**src/rtl/seg_pkg.sv**
```systemverilog
// rtl/seg_pkg.sv - glyph codes, segment bit positions and glyph ROM shared by display logic
package seg_pkg;

    typedef logic [3:0] glyph_code_t;

    // Glyph codes with a letter meaning, shared with the signal-select logic
    localparam glyph_code_t G_O     = 4'h0;
    localparam glyph_code_t G_R     = 4'h4;
    localparam glyph_code_t G_H     = 4'h6;
    localparam glyph_code_t G_L     = 4'h7;
    localparam glyph_code_t G_A     = 4'hA;
    localparam glyph_code_t G_BLANK = 4'hD;
    localparam glyph_code_t G_E     = 4'hE;
    localparam glyph_code_t G_F     = 4'hF;

    // Bit positions of each segment on the seg_out buses
    localparam int SEG_A  = 7;
    localparam int SEG_B  = 6;
    localparam int SEG_C  = 5;
    localparam int SEG_D  = 4;
    localparam int SEG_E  = 3;
    localparam int SEG_F  = 2;
    localparam int SEG_G  = 1;
    localparam int SEG_DP = 0;

    // Glyph ROM: code -> segments a..g in [7:1], dp position always cleared
    function automatic logic [7:0] decode(input glyph_code_t code);
        logic [7:0] segs;
        case (code)
            G_O:     segs = 8'hFC;
            4'h1:    segs = 8'h60;
            4'h2:    segs = 8'hDA;
            4'h3:    segs = 8'hF2;
            G_R:     segs = 8'h0A;
            4'h5:    segs = 8'hB6;
            G_H:     segs = 8'h6E;
            G_L:     segs = 8'h1C;
            4'h8:    segs = 8'hFE;
            4'h9:    segs = 8'hF6;
            G_A:     segs = 8'hEE;
            4'hB:    segs = 8'h3E;
            4'hC:    segs = 8'h9C;
            G_BLANK: segs = 8'h00;
            G_E:     segs = 8'h9E;
            G_F:     segs = 8'h8E;
            default: segs = 8'h00;
        endcase
        return segs;
    endfunction

endpackage

```
**src/rtl/seg_tick_gen.sv**
```systemverilog
// rtl/seg_tick_gen.sv - free-running divider producing a one-cycle tick every DIV cycles
module seg_tick_gen #(
    parameter int DIV = 4
) (
    input  logic clk_i,
    input  logic rst_i,
    output logic tick_o
);

    localparam int CW = (DIV > 1) ? $clog2(DIV) : 1;
    localparam logic [CW-1:0] LAST = CW'(DIV - 1);

    logic [CW-1:0] div_cnt_q;
    logic [CW-1:0] div_cnt_d;

    // Count 0..DIV-1 and wrap
    always_comb begin
        div_cnt_d = div_cnt_q + 1'b1;
        if (div_cnt_q == LAST) begin
            div_cnt_d = '0;
        end
    end

    // Divider register, restarts from zero on reset
    always_ff @(posedge clk_i) begin
        if (rst_i) begin
            div_cnt_q <= '0;
        end else begin
            div_cnt_q <= div_cnt_d;
        end
    end

    assign tick_o = (div_cnt_q == LAST);

endmodule

```
**src/rtl/seg_scan_driver.sv**
```systemverilog
// rtl/seg_scan_driver.sv - frame-latched 8-digit two-bank multiplexed seven-segment driver
module seg_scan_driver
    import seg_pkg::*;
#(
    parameter int CLK_HZ       = 100_000_000,
    parameter int SCAN_HZ      = 1000,
    parameter int BLINK_FRAMES = 64
) (
    input  logic        clk,
    input  logic        rst,
    input  logic [31:0] digits,
    input  logic [7:0]  dp,
    input  logic [7:0]  blink_mask,
    output logic [7:0]  seg_en,
    output logic [7:0]  seg_out0,
    output logic [7:0]  seg_out1
);

    localparam int DIV = CLK_HZ / SCAN_HZ;
    localparam int FW  = (BLINK_FRAMES > 1) ? $clog2(BLINK_FRAMES) : 1;
    localparam logic [FW-1:0] FRAME_LAST = FW'(BLINK_FRAMES - 1);

    logic          tick;

    logic [2:0]    idx_q;
    logic [FW-1:0] frame_cnt_q;
    logic          blink_on_q;
    logic [31:0]   snap_digits_q;
    logic [7:0]    snap_dp_q;
    logic [7:0]    snap_mask_q;
    logic [7:0]    seg_en_q;
    logic [7:0]    seg_out0_q;
    logic [7:0]    seg_out1_q;

    logic [31:0]   src_digits;
    logic [7:0]    src_dp;
    logic [7:0]    src_mask;
    glyph_code_t   code;
    logic [7:0]    glyph_d;
    logic [7:0]    seg_en_d;
    logic [7:0]    seg_out0_d;
    logic [7:0]    seg_out1_d;

    seg_tick_gen #(
        .DIV (DIV)
    ) u_tick_gen (
        .clk_i  (clk),
        .rst_i  (rst),
        .tick_o (tick)
    );

    // Digit 0 is drawn on the same edge that latches the frame, so it reads the live inputs
    always_comb begin
        src_digits = snap_digits_q;
        src_dp     = snap_dp_q;
        src_mask   = snap_mask_q;
        if (idx_q == 3'd0) begin
            src_digits = digits;
            src_dp     = dp;
            src_mask   = blink_mask;
        end
    end

    // Decode the selected digit, insert its decimal point and apply blink blanking
    always_comb begin
        code             = src_digits[{idx_q, 2'b00} +: 4];
        glyph_d          = decode(code);
        glyph_d[SEG_DP]  = src_dp[idx_q];
        if (!blink_on_q && src_mask[idx_q]) begin
            glyph_d = 8'h00;
        end
    end

    // Route the glyph to the bank that owns the current digit
    always_comb begin
        seg_en_d   = 8'h01 << idx_q;
        seg_out0_d = 8'h00;
        seg_out1_d = 8'h00;
        if (idx_q[2]) begin
            seg_out0_d = glyph_d;
        end else begin
            seg_out1_d = glyph_d;
        end
    end

    // Scan position, frame snapshot, blink phase and registered pin outputs
    always_ff @(posedge clk) begin
        if (rst) begin
            idx_q         <= 3'd0;
            frame_cnt_q   <= '0;
            blink_on_q    <= 1'b1;
            snap_digits_q <= 32'hDDDD_DDDD;
            snap_dp_q     <= 8'h00;
            snap_mask_q   <= 8'h00;
            seg_en_q      <= 8'h00;
            seg_out0_q    <= 8'h00;
            seg_out1_q    <= 8'h00;
        end else if (tick) begin
            idx_q      <= idx_q + 3'd1;
            seg_en_q   <= seg_en_d;
            seg_out0_q <= seg_out0_d;
            seg_out1_q <= seg_out1_d;
            if (idx_q == 3'd0) begin
                snap_digits_q <= digits;
                snap_dp_q     <= dp;
                snap_mask_q   <= blink_mask;
            end
            if (idx_q == 3'd7) begin
                if (frame_cnt_q == FRAME_LAST) begin
                    frame_cnt_q <= '0;
                    blink_on_q  <= ~blink_on_q;
                end else begin
                    frame_cnt_q <= frame_cnt_q + 1'b1;
                end
            end
        end
    end

    assign seg_en   = seg_en_q;
    assign seg_out0 = seg_out0_q;
    assign seg_out1 = seg_out1_q;

endmodule

```
**config.mk**
```make
export PLATFORM = sky130hd
export DESIGN_NAME = seg_scan_driver
export DESIGN_NICKNAME = d
export VERILOG_FILES = /design/src/rtl/seg_pkg.sv /design/src/rtl/seg_tick_gen.sv /design/src/rtl/seg_scan_driver.sv
export SDC_FILE = /design/constraint.sdc
export NUM_CORES = 1
export LEC_CHECK = 0
export ABC_AREA = 1
export CAP_MARGIN = 10
export CORE_AREA = 2 2 92 94
export CTS_BUF_LIST = sky130_fd_sc_hd__clkbuf_16
export DETAILED_ROUTE_END_ITERATION = 10
export DIE_AREA = 0 0 94 96
export DONT_BUFFER_PORTS = 1
export PLACE_DENSITY_LB_ADDON = 0.08
export SKIP_LAST_GASP = 1
export SYNTH_ARGS = -nofsm -noshare
export SYNTH_HDL_FRONTEND = slang
export SYNTH_SLANG_ARGS = --single-unit
```
**constraint.sdc**
```tcl
create_clock -name clk -period 4.4 [get_ports clk]
set_input_delay 1.1 -clock clk [delete_from_list [all_inputs] [get_ports clk]]
set_output_delay 1.1 -clock clk [all_outputs]
set_load 0.03 [all_outputs]
```
==> results of run 1 <==
==> registers in the layout (all words and copies together) (netlist names) <==
name                  count
blink_on_q                1
seg_out0                  8
idx_q                     3
seg_en                    8
u_tick_gen.div_cnt_q     17
snap_mask_q               8
seg_out1                  8
snap_dp_q                 8
snap_digits_q            32
frame_cnt_q               6
==> synthesized netlist by cell type, drive strengths merged (3+ instances only) <==
library cell  number
a211o             22
a21oi             60
buf               15
clkbuf            25
dfxtp             99
ha                14
inv               61
nand2            201
nand3             94
nand4             13
nor2              30
nor3              11
nor4               5
o21ai             59
o31ai              4
or2                3
xor2               6
==> critical path: stages, from the launching register on <==
cell and delay, ns:
dfxtp_1 0.66, inv_1 0.13, ha_1 0.34, nand2_2 0.47, buf_4 0.37, nand2_1 0.12
nand3_1 0.12, nand3_1 0.08, nand2_1 0.09, nand2_1 0.05, nand2_1 0.22, inv_1 0.13
ha_1 0.30, inv_1 0.05, nand2_1 0.05, nand2_1 0.07, inv_1 0.05, nand4_1 0.07
nand2_1 0.06
==> cell type report <==
type | instances | area share [%]
well taps | 105 | 2.45
clock inverters | 6 | 1.12
inverters | 63 | 4.40
repair buffers | 9 | 1.26
clock buffers | 9 | 4.19
flip-flops and latches | 99 | 36.9
multi-input cells | 531 | 49.7
==> final timing paths <==
check / from / end
worst min-delay path: u_tick_gen.div_cnt_q[0]$_SDFF_PP0_ / u_tick_gen.div_cnt_q[0]$_SDFF_PP0_
worst min register to register: u_tick_gen.div_cnt_q[0]$_SDFF_PP0_ / u_tick_gen.div_cnt_q[0]$_SDFF_PP0_
worst max register to register: idx_q[1]$_SDFFE_PP0P_ / seg_out1[5]$_SDFFE_PP0P_
worst max-delay path: idx_q[1]$_SDFFE_PP0P_ / seg_out1[5]$_SDFFE_PP0P_
==> cells by family after synthesis <==
kind of cell             count (synthesis)
flip-flops                              99
AO/OA/AOI/OAI                          152
buffers and inverters                  103
XOR/XNOR                                 6
AND/OR/NAND/NOR                        359
adder cells (fa/ha/maj)                 14
==> power by group through the flow <==
stage               logic [mW]  registers (mW)  clock network, mW
floorplan               0.0658           0.920                  0
global placement        0.0752           0.920                  0
detailed placement      0.0766           0.920                  0
CTS                     0.0778           0.899              0.773
global route            0.0909           0.899              0.800
finish                  0.0777           0.899              0.763
==> through the flow <==
stage / utilization, % / hold slack, ns
final: 66.7 / 0.448
after global routing: 66.7 / 0.472
after CTS: 66.7 / 0.450
after detailed placement: 63.2 / 0.441
after global placement: 63.2 / 0.430
after floorplan: - / 0.418
==> per-layer routing <==
layer	vias up	part of all wire, %	track usage, %
met5	-	0	0
met4	0	1.1	5.80
met3	12	7.7	7.36
met2	160	47	47.2
met1	2185	44	33.7
li1	2416	-	-
==> summary.txt, run 1 <==
Floorplanning
  • Row count: 33
  • Total I/O pin count: 74
  • Core Box Area: between 8000 and 9000 sq um
  • Chip Width: 94 um
  • Die height: ~96 um
  • Die ar.: around 9000 sq um
  • Initial Utilization: between 60% and 70%

Synthesis
  • Seq cells post-synth: 99
  • Post-synthesis mux area share: 0%
  • Top FF cell, synth: dfxtp_1
  • Distinct cell type count after synthesis: 33
  • Synthesized netlist cell count: 733
  • Synth Area in XOR/XNOR: 1.04%
  • Top post-synthesis cells by area: dfxtp_1, nand2_1, nand3_1
  • Compound-Gate Fraction of Synth Area: between 15 and 20%
  • Post-synthesis adder-cell area fraction: 3.47%
  • Largest family of logic cells by synthesized area: simple AND/OR/NAND/NOR gates
  • Syn Area/Cell: between 6 and 7 sq um
  • EDFF count, synth: 0
  • Post-synth top area share: 39.2%
  • Synth warnings: 0
  • Syn Nets: roughly 800
  • Largest area contributor in the netlist: dfxtp_1
  • Mapped cell area: 5050 sq um
  • Asr flop ratio synth: 0%
  • Seq/Total Area, Yosys: 39.2%
  • Simple-gate share of the synthesized area: slightly above 30%

Timing
  • Achievable Freq: between 0.2 and 0.3 GHz
  • Pins Over Slew Limit: 0
  • Crit share post-route: around four fifths
  • Fin worst setup slack: 0.854 ns
  • Rel. slew slack: 41.5%
  • Final Hold Viols: 0
  • Tmin final: 3.55 ns
  • Unrepaired setup endpoints after global routing: false
  • Final setup fails: 0
  • Slew at the pin closest to its max-slew limit: ~0.88 ns
  • Final setup TNS: 0 ns
  • Worst clock skew: around 0.0060 ns

Clock network
  • Clk slew on worst S/H paths: about 0.07 ns
  • Cts repair resizes: 0
  • Clk Latency, worst-skew pair: 0.34 ns
  • Clock root buffer: clkbuf_16
  • H-tree Lvls: 3
  • CTS tree: done
  • Hold Buf Count CTS: 0
  • Clock sink count: 99
  • Total CTS buffers: 9
  • Buffer depth of the longest clock path: 2
  • Post-CTS setup buffer count: 0

Worst setup path
  • Startpoint types: flop
  • Worst Path Arrival: 3.78 ns
  • WP data required: 4.63 ns
  • R2R Setup Slk: 0.85 ns
  • Kind of critical path: reg -> reg
  • Largest fanout on the critical path: 34
  • Worst setup EP type: flop
  • Depth of the worst register-to-register path: 18

Power and ir drop
  • Seq pwr share: between 50% and 60%
  • Power share of the clock group: 43.9%
  • Comb pwr share: 4.5%
  • PD cells: roughly 320 nW/um^2
  • Internal power: between 1 and 1.5 mW
  • Switch Pwr: 384 uW
  • Max rail drop VDD: around 0.24 mV
  • Tot Pwr: between 1.5 and 2 mW
  • Pleak: 2.16 nW
  • Net switching fraction of the power: 22.0%

Final layout
  • Ant. Diodes: 0
  • Commonest non-fill, non-tap cell in the layout: nand2_1
  • Fraction of layout cells with a size suffix above 1: approximately 4.9%
  • Post-route cell area: approximately 5400 sq um
  • Layout Nets: between 700 and 800
  • Most frequent cells in the layout: nand2_1, dfxtp_1, nand3_1
  • Multi-input gate area: approximately 2700 sq um
  • Register area: a little under 2000 sq um
  • Area growth syn-to-layout: 6.34%
  • Final cell count without fillers: roughly 820
  • Fill count: 716

Place
  • Placed Instances: ~800
  • Hpwl dp: slightly above 8000 um
  • Dpl cell area: 5090 sq um
  • Port Buf Inserts: 0
  • Final Wtd Congestion: about 0.84
  • Dpl ws: roughly 0.95 ns

GRT
  • Global Route Usage Sum: 27.1%
  • Initial antenna violation count: 0
  • Pin count of the biggest net entering global routing: just over 80
  • Vias in the first global route: about 4,300
  • First-pass GRT wire length: between 15,000 and 20,000 um
  • Grt ovf: 0

Detailed routing
  • Total vias in the final route: 4,773
  • Drt pass-1 iters: 5
  • Iteration-0 DRC count of the detailed router: around 250
  • Total wire length: 12,100 um
  • Vias/cell: between 5 and 6
  • Final antenna-violating net count: 0
  • Wirelength per Cell: 14.7 um
  • DRC Markers: 0

Run
  • Max cap viols: 0

Worst hold path
  • Min-delay worst type: reg -> reg
  • WHS Path Cells: 1

Outcome
  • Status: finished, final reports clean
Power figures use the tool's default switching activity.
==> run 2, diff against run 1 <==
==> constraint.sdc (replaced) <==
create_clock -name clk -period 3.7 [get_ports clk]
set_input_delay 0.925 -clock clk [delete_from_list [all_inputs] [get_ports clk]]
set_output_delay 0.925 -clock clk [all_outputs]
set_load 0.03 [all_outputs]
==> run 2 against run 1 <==
Register-to-register slack worse by 0.30 ns. Global-route usage is 1.3 points higher. Clock skew is 0.0015 ns higher. Setup slack worse by 0.30 ns. Combinational power is 20% higher. Power is 16% higher. Cell area is 0.47% higher. Sequential cell count stayed put. Sequential share of layout area is 0.17 points lower. Largest power group unchanged. Highest routed layer unchanged.
==> summary.txt, run 2 (synthesized netlist as in run 1, its figures left out) <==
Place
  • Placed Instances: 812
  • Dpl cell area: about 5100 sq um
  • Dpl ws: slightly above 0.6 ns
  • Port Buf Inserts: 0
  • Hpwl dp: between 8000 and 9000 um
  • Final Wtd Congestion: about 0.83

Final layout
  • Area growth syn-to-layout: 6.84%
  • Fraction of layout cells with a size suffix above 1: around 5.5%
  • Largest Register: snap_digits_q
  • Post-route cell area: roughly 5400 sq um
  • Max reg flops: 32
  • Largest regs: snap_digits_q: 32 flops, u_tick_gen.div_cnt_q: 17 flops
  • Layout Nets: 782
  • Fill count: between 700 and 800
  • Commonest non-fill, non-tap cell in the layout: nand2_1
  • Final cell count without fillers: 829
  • Most frequent cells in the layout: nand2_1, dfxtp_1, nand3_1

Timing
  • Rel. slew slack: 51.7%
  • Final setup TNS: 0 ns
  • Tmin final: ~3.1 ns
  • Crit share post-route: 85.0%
  • Final Hold Viols: 0
  • Achievable Freq: roughly 0.32 GHz
  • Pins Over Slew Limit: 0
  • Unrepaired setup endpoints after global routing: false
  • Final setup fails: 0
  • Fin worst setup slack: 0.554 ns
  • Slew at the pin closest to its max-slew limit: 0.719 ns
  • Worst clock skew: 0.00748 ns

Detailed routing
  • Iteration-0 DRC count of the detailed router: 269
  • Vias/cell: about 5.8
  • Wirelength per Cell: 14.5 um
  • Total vias in the final route: between 4,000 and 5,000
  • DRC Markers: 0
  • Final antenna-violating net count: 0
  • Total wire length: ~12,000 um
  • Drt pass-1 iters: 5

Floorplanning
  • Row count: 33
  • Die ar.: between 9000 and 10,000 sq um
  • Total I/O pin count: between 70 and 80
  • Die height: 96 um
  • Initial Utilization: between 60% and 70%
  • Chip Width: around 94 um
  • Core Box Area: a little over 8000 sq um

GRT
  • Pin count of the biggest net entering global routing: slightly above 50
  • Grt ovf: 0
  • Vias in the first global route: 4,520
  • Global Route Usage Sum: between 20% and 30%
  • Initial antenna violation count: 0
  • First-pass GRT wire length: approximately 20,000 um

Clock network
  • Clk Latency, worst-skew pair: about 0.34 ns
  • H-tree Lvls: 3
  • Clock sink count: 99
  • CTS tree: done
  • Post-CTS setup buffer count: 0
  • Cts repair resizes: 0
  • Hold Buf Count CTS: 0
  • Clock root buffer: clkbuf_16
  • Total CTS buffers: 9
  • Clk slew on worst S/H paths: 0.07 ns
  • Buffer depth of the longest clock path: 2

Power and ir drop
  • Max rail drop VDD: 0.259 mV
  • Switch Pwr: 465 uW
  • Comb pwr share: under 10%
  • Net switching fraction of the power: approximately 23%
  • PD cells: about 370 nW/um^2
  • Power share of the clock group: 42.4%
  • Seq pwr share: between 50% and 60%
  • Internal power: 1.55 mW
  • Tot Pwr: 2.02 mW
  • Pleak: between 2 and 2.5 nW

Worst setup path
  • WP data required: roughly 4.0 ns
  • Largest fanout on the critical path: 35
  • Crit path from: idx_q[1]$_SDFFE_PP0P_
  • Worst Path Arrival: ~3.4 ns
  • Depth of the worst register-to-register path: 15
  • Reg-to-Reg Start: idx_q[1]$_SDFFE_PP0P_
  • R2R Setup Slk: roughly 0.55 ns
  • Kind of critical path: reg -> reg
  • CP Capture Point: seg_out0[6]$_SDFFE_PP0P_
  • Reg-to-reg endpoint: seg_out0[6]$_SDFFE_PP0P_
  • Startpoint types: flop
  • Worst setup EP type: flop

Worst hold path
  • Min-delay worst type: reg -> reg
  • Min-delay src: snap_dp_q[4]$_SDFFE_PP0P_

Run
  • Max cap viols: 0

Outcome
  • Status: finished, final reports clean
## run 2: stage by stage
step | utilization [%] | hold WS, ns
3_3_place_gp | 63.6 | 0.429
6_report | 67.0 | 0.446
2_1_floorplan | - | 0.418
3_5_place_dp | 63.6 | 0.439
5_1_grt | 67.0 | 0.468
4_1_cts | 67.0 | 0.449
## run 2: layout make-up
type	instances	area, sq um	share of cell area, %
sequential	99	1980	36.7
inverter	63	236	4.38
tap	105	131	2.43
antenna	1	2.50	0.0464
clock buffer	9	225	4.17
clock inverter	7	45.0	0.835
timing repair buffer	14	105	1.95
multi-input combinational	531	2670	49.5
## run 2: worst min-delay path by stage
stage / end / slack, ns / cells after the start
finish: snap_dp_q[4]$_SDFFE_PP0P_ / 0.45 / 2
global route: snap_dp_q[7]$_SDFFE_PP0P_ / 0.47 / 2
CTS: snap_digits_q[29]$_SDFFE_PP0P_ / 0.45 / 2
detailed placement: snap_digits_q[29]$_SDFFE_PP0P_ / 0.44 / 2
global placement: u_tick_gen.div_cnt_q[0]$_SDFF_PP0_ / 0.43 / 1
floorplan: u_tick_gen.div_cnt_q[0]$_SDFF_PP0_ / 0.42 / 1
## run 2: worst max-delay path: stages (launching register included)
cell     delay (ns)
dfxtp_1        0.31
inv_1          0.08
ha_1           0.35
nand2_2        0.45
o21ai_0        0.37
nand2_1        0.08
nand3_1        0.09
o21ai_0        0.09
o21ai_1        0.45
inv_1          0.13
ha_1           0.23
inv_1          0.06
nand2_1        0.06
nand2_1        0.08
nand3_1        0.09
o21ai_1        0.14
## run 2: metal layers
layer	up-vias	global-route usage, %	part of all wire, %
li1	2427	-	-
met1	2204	34.7	43
met2	164	49.0	47
met3	17	7.36	8.1
met4	0	9.18	1.5
met5	-	0	0
## run 2: power groups by stage
stage | clock network (mW) | logic (mW) | registers (mW)
2_1_floorplan | 0 | 0.0782 | 1.09
3_3_place_gp | 0 | 0.0893 | 1.09
3_5_place_dp | 0 | 0.0923 | 1.09
4_1_cts | 0.874 | 0.0928 | 1.07
5_1_grt | 0.918 | 0.108 | 1.07
6_report | 0.856 | 0.0929 | 1.07
==> run 3, diff against run 2 <==
--- a/config.mk
+++ b/config.mk
@@ -12,6 +12,7 @@
 export DETAILED_ROUTE_END_ITERATION = 10
 export DIE_AREA = 0 0 94 96
 export DONT_BUFFER_PORTS = 1
+export GPL_TIMING_DRIVEN = 1
 export PLACE_DENSITY_LB_ADDON = 0.08
 export SKIP_LAST_GASP = 1
 export SYNTH_ARGS = -nofsm -noshare
==> results of run 3 <==
No change in the layout: final DEF, timing and power equal those of run 2.
==> RTL edit, RTL diff (flow settings as in run 1) <==
Make the reset (`rst` and `rst_i`) asynchronous in 2 clocked blocks.
--- a/src/rtl/seg_tick_gen.sv
+++ b/src/rtl/seg_tick_gen.sv
@@ -23,5 +23,5 @@
 
     // Divider register, restarts from zero on reset
-    always_ff @(posedge clk_i) begin
+    always_ff @(posedge clk_i or posedge rst_i) begin
         if (rst_i) begin
             div_cnt_q <= '0;
--- a/src/rtl/seg_scan_driver.sv
+++ b/src/rtl/seg_scan_driver.sv
@@ -85,5 +85,5 @@
 
     // Scan position, frame snapshot, blink phase and registered pin outputs
-    always_ff @(posedge clk) begin
+    always_ff @(posedge clk or posedge rst) begin
         if (rst) begin
             idx_q         <= 3'd0;
Behaviour: same outputs for any inputs over 10 cycles, from zero or initial values and one cycle with rst high; that may be too few to reach the edited logic, so the function may still have changed.
==> RTL edit against run 1 <==
- worst setup slack better by 0.088 ns
- total power up 6.5%
- die area unchanged
- count of clock-buffer cells in the layout unchanged
- sequential power up 1%
- fmax up 2.5%
- sequential cell count unchanged
- final area up 6.9%
- routed wire length up 5.5%
- global-route usage up 2.5 points
- synthesized area up 7.3%
- via count down 0.19%
- largest power group unchanged
- highest routed layer unchanged
==> RTL edit: results (changes against run 1) <==
Setup crit end -> seg_out1[7]$_DFFE_PP0N_
Ant. Diodes -> 0 (unchanged)
Synth cell types -> 36 (+9.1%)
GR met2 Demand/Resource -> 0.470 (-0.00179)
Synth Flop Type -> dfrtp_1
async set-reset flop share out of synthesis -> 1.00 (+1.00)
Final nets -> 750 (-3.5%)
Placer Congestion -> 0.942 (+12%)
Max stage delay on crit path -> 0.44 ns (-0.22 ns)
Num CTS Buffers -> 9 (unchanged)
period utilization -> 0.786 (-0.0199)
outcome -> complete, no violations
pre-CTS WS -> 1.05 ns (+0.0962 ns)
most frequent cells after synthesis -> nand2_1, nand3_1, nor2_1, dfrtp_1
global routing usage on met3 -> 0.0658 (-0.00783)
hold crit path type -> register to register
Top Family by Delay on Critical Path -> simple AND/OR/NAND/NOR gates
WP data arrival -> 3.69 ns (-0.09 ns)
reg2reg setup slack -> 0.94 ns (+0.09 ns)
top cells by area, synth -> dfrtp_1, nand2_1, dfstp_2
buffers added on ports -> 0 (unchanged)
CTS root buffer -> clkbuf_16
Largest regs -> snap_digits_q x32, u_tick_gen.div_cnt_q x17
Endpoint, Worst Hold -> snap_dp_q[7]$_DFFE_PP0N_
# resized after CTS -> 0 (unchanged)
Clock transition at path regs -> 0.07 ns (about the same)
Max-slew headroom -> 0.430 (+0.0150)
vias in the first global route -> 4411 (+1.8%)
H-tree Lvls -> 3 (unchanged)
Post-DP HPWL -> 8680 um (+6.8%)
hold path depth -> 2 (+1)
Psw -> 0.000417 W (+8.7%)
average wire per standard cell -> 16.0 um (+9.0%)
via count -> 4764 (-0.19%)
slowest CP cell -> nand2_2
largest net degree at the start of global routing -> 55 (-33%)
worst vdd ir -> 0.227 mV (-5.9%)
Total Routing Usage GR -> 0.296 (+0.0252)
Pleak -> 2.63 nW (+22%)
Placed Cells -> 780 (-3.3%)
Pre-Repair DR Iteration Count -> 6 (+1)
syn_nets -> 763 (-4.3%)
1st-iter DRT viols -> 339 (+35%)
vias per cell -> 5.98 (+3.1%)
clock buffer depth -> 2 (unchanged)
Synth Warn # -> 0 (unchanged)
Crit Path Max Fanout -> 34 (unchanged)
worst flop-to-flop path startpoint -> idx_q[0]$_DFFE_PP0N_
cells after synthesis -> 699 (-4.6%)
sequential share of the synthesized area -> 0.463 (+0.0707)
final setup skew -> 0.00859 ns (+0.00257 ns)
placed inst area -> 5420 sq um (+6.5%)
Worst Setup SP -> idx_q[0]$_DFFE_PP0N_
Hold Crit Start -> snap_dp_q[7]$_DFFE_PP0N_
final hold slack -> 0.488 ns (+0.0402 ns)
global-route wire length before repair -> 20800 um (+6.4%)
postcts setup bufs -> 0 (unchanged)
layout cells sized above 1 -> 0.103 (+0.0539)
initial antenna violation count -> 0 (unchanged)
global routing met1 resource utilization -> 0.405 (+0.0676)
[RTL edit: cell types whose count changed in the layout (fill, tap and decap cells not counted), sizes merged, moves of 4 or more]
cell / before / now
a211o: 22 / 0
a21oi: 60 / 8
a31oi: 1 / 40
dfrtp: 0 / 74
dfstp: 0 / 25
dfxtp: 99 / 0
inv: 63 / 47
nand2: 201 / 207
nor2: 30 / 80
nor3: 11 / 5
o21ai: 59 / 33
o31ai: 4 / 0
[RTL edit: layout make-up]
cell class / count / area [sq um]
tap: 105 / 131
clock buffer: 9 / 225
fill: 643 / 2310
sequential: 99 / 2510
timing repair buffer: 10 / 75.1
multi-input combinational: 521 / 2530
inverter: 45 / 174
clock inverter: 7 / 100
[RTL edit: power groups by stage]
stage | Combinational [W] | Clock (W) | Sequential, W
2_1_floorplan | 0.0000632 | 0 | 0.000927
3_3_place_gp | 0.0000798 | 0 | 0.000927
3_5_place_dp | 0.0000817 | 0 | 0.000927
4_1_cts | 0.0000825 | 0.000877 | 0.000910
5_1_grt | 0.0000944 | 0.000909 | 0.000910
6_report | 0.0000819 | 0.000862 | 0.000911
[RTL edit: logic make-up after synthesis]
group / Yosys count / share of synthesized area
AOI/OAI and AO/OA: 89 / 0.0963
xor gates and xnor gates: 7 / 0.0113
adders and majority gates: 14 / 0.0323
buffers and inverters: 79 / 0.0704
DFF: 99 / 0.463
muxes: 1 / 0.00185
and+or+nand+nor: 410 / 0.325
[RTL edit: layer usage]
layer | vias to the layer above | routed length (um)
met1 | 2277 | 5610
met4 | 0 | 218
met3 | 21 | 888
met2 | 172 | 6020
li1 | 2294 | -
met5 | - | 0
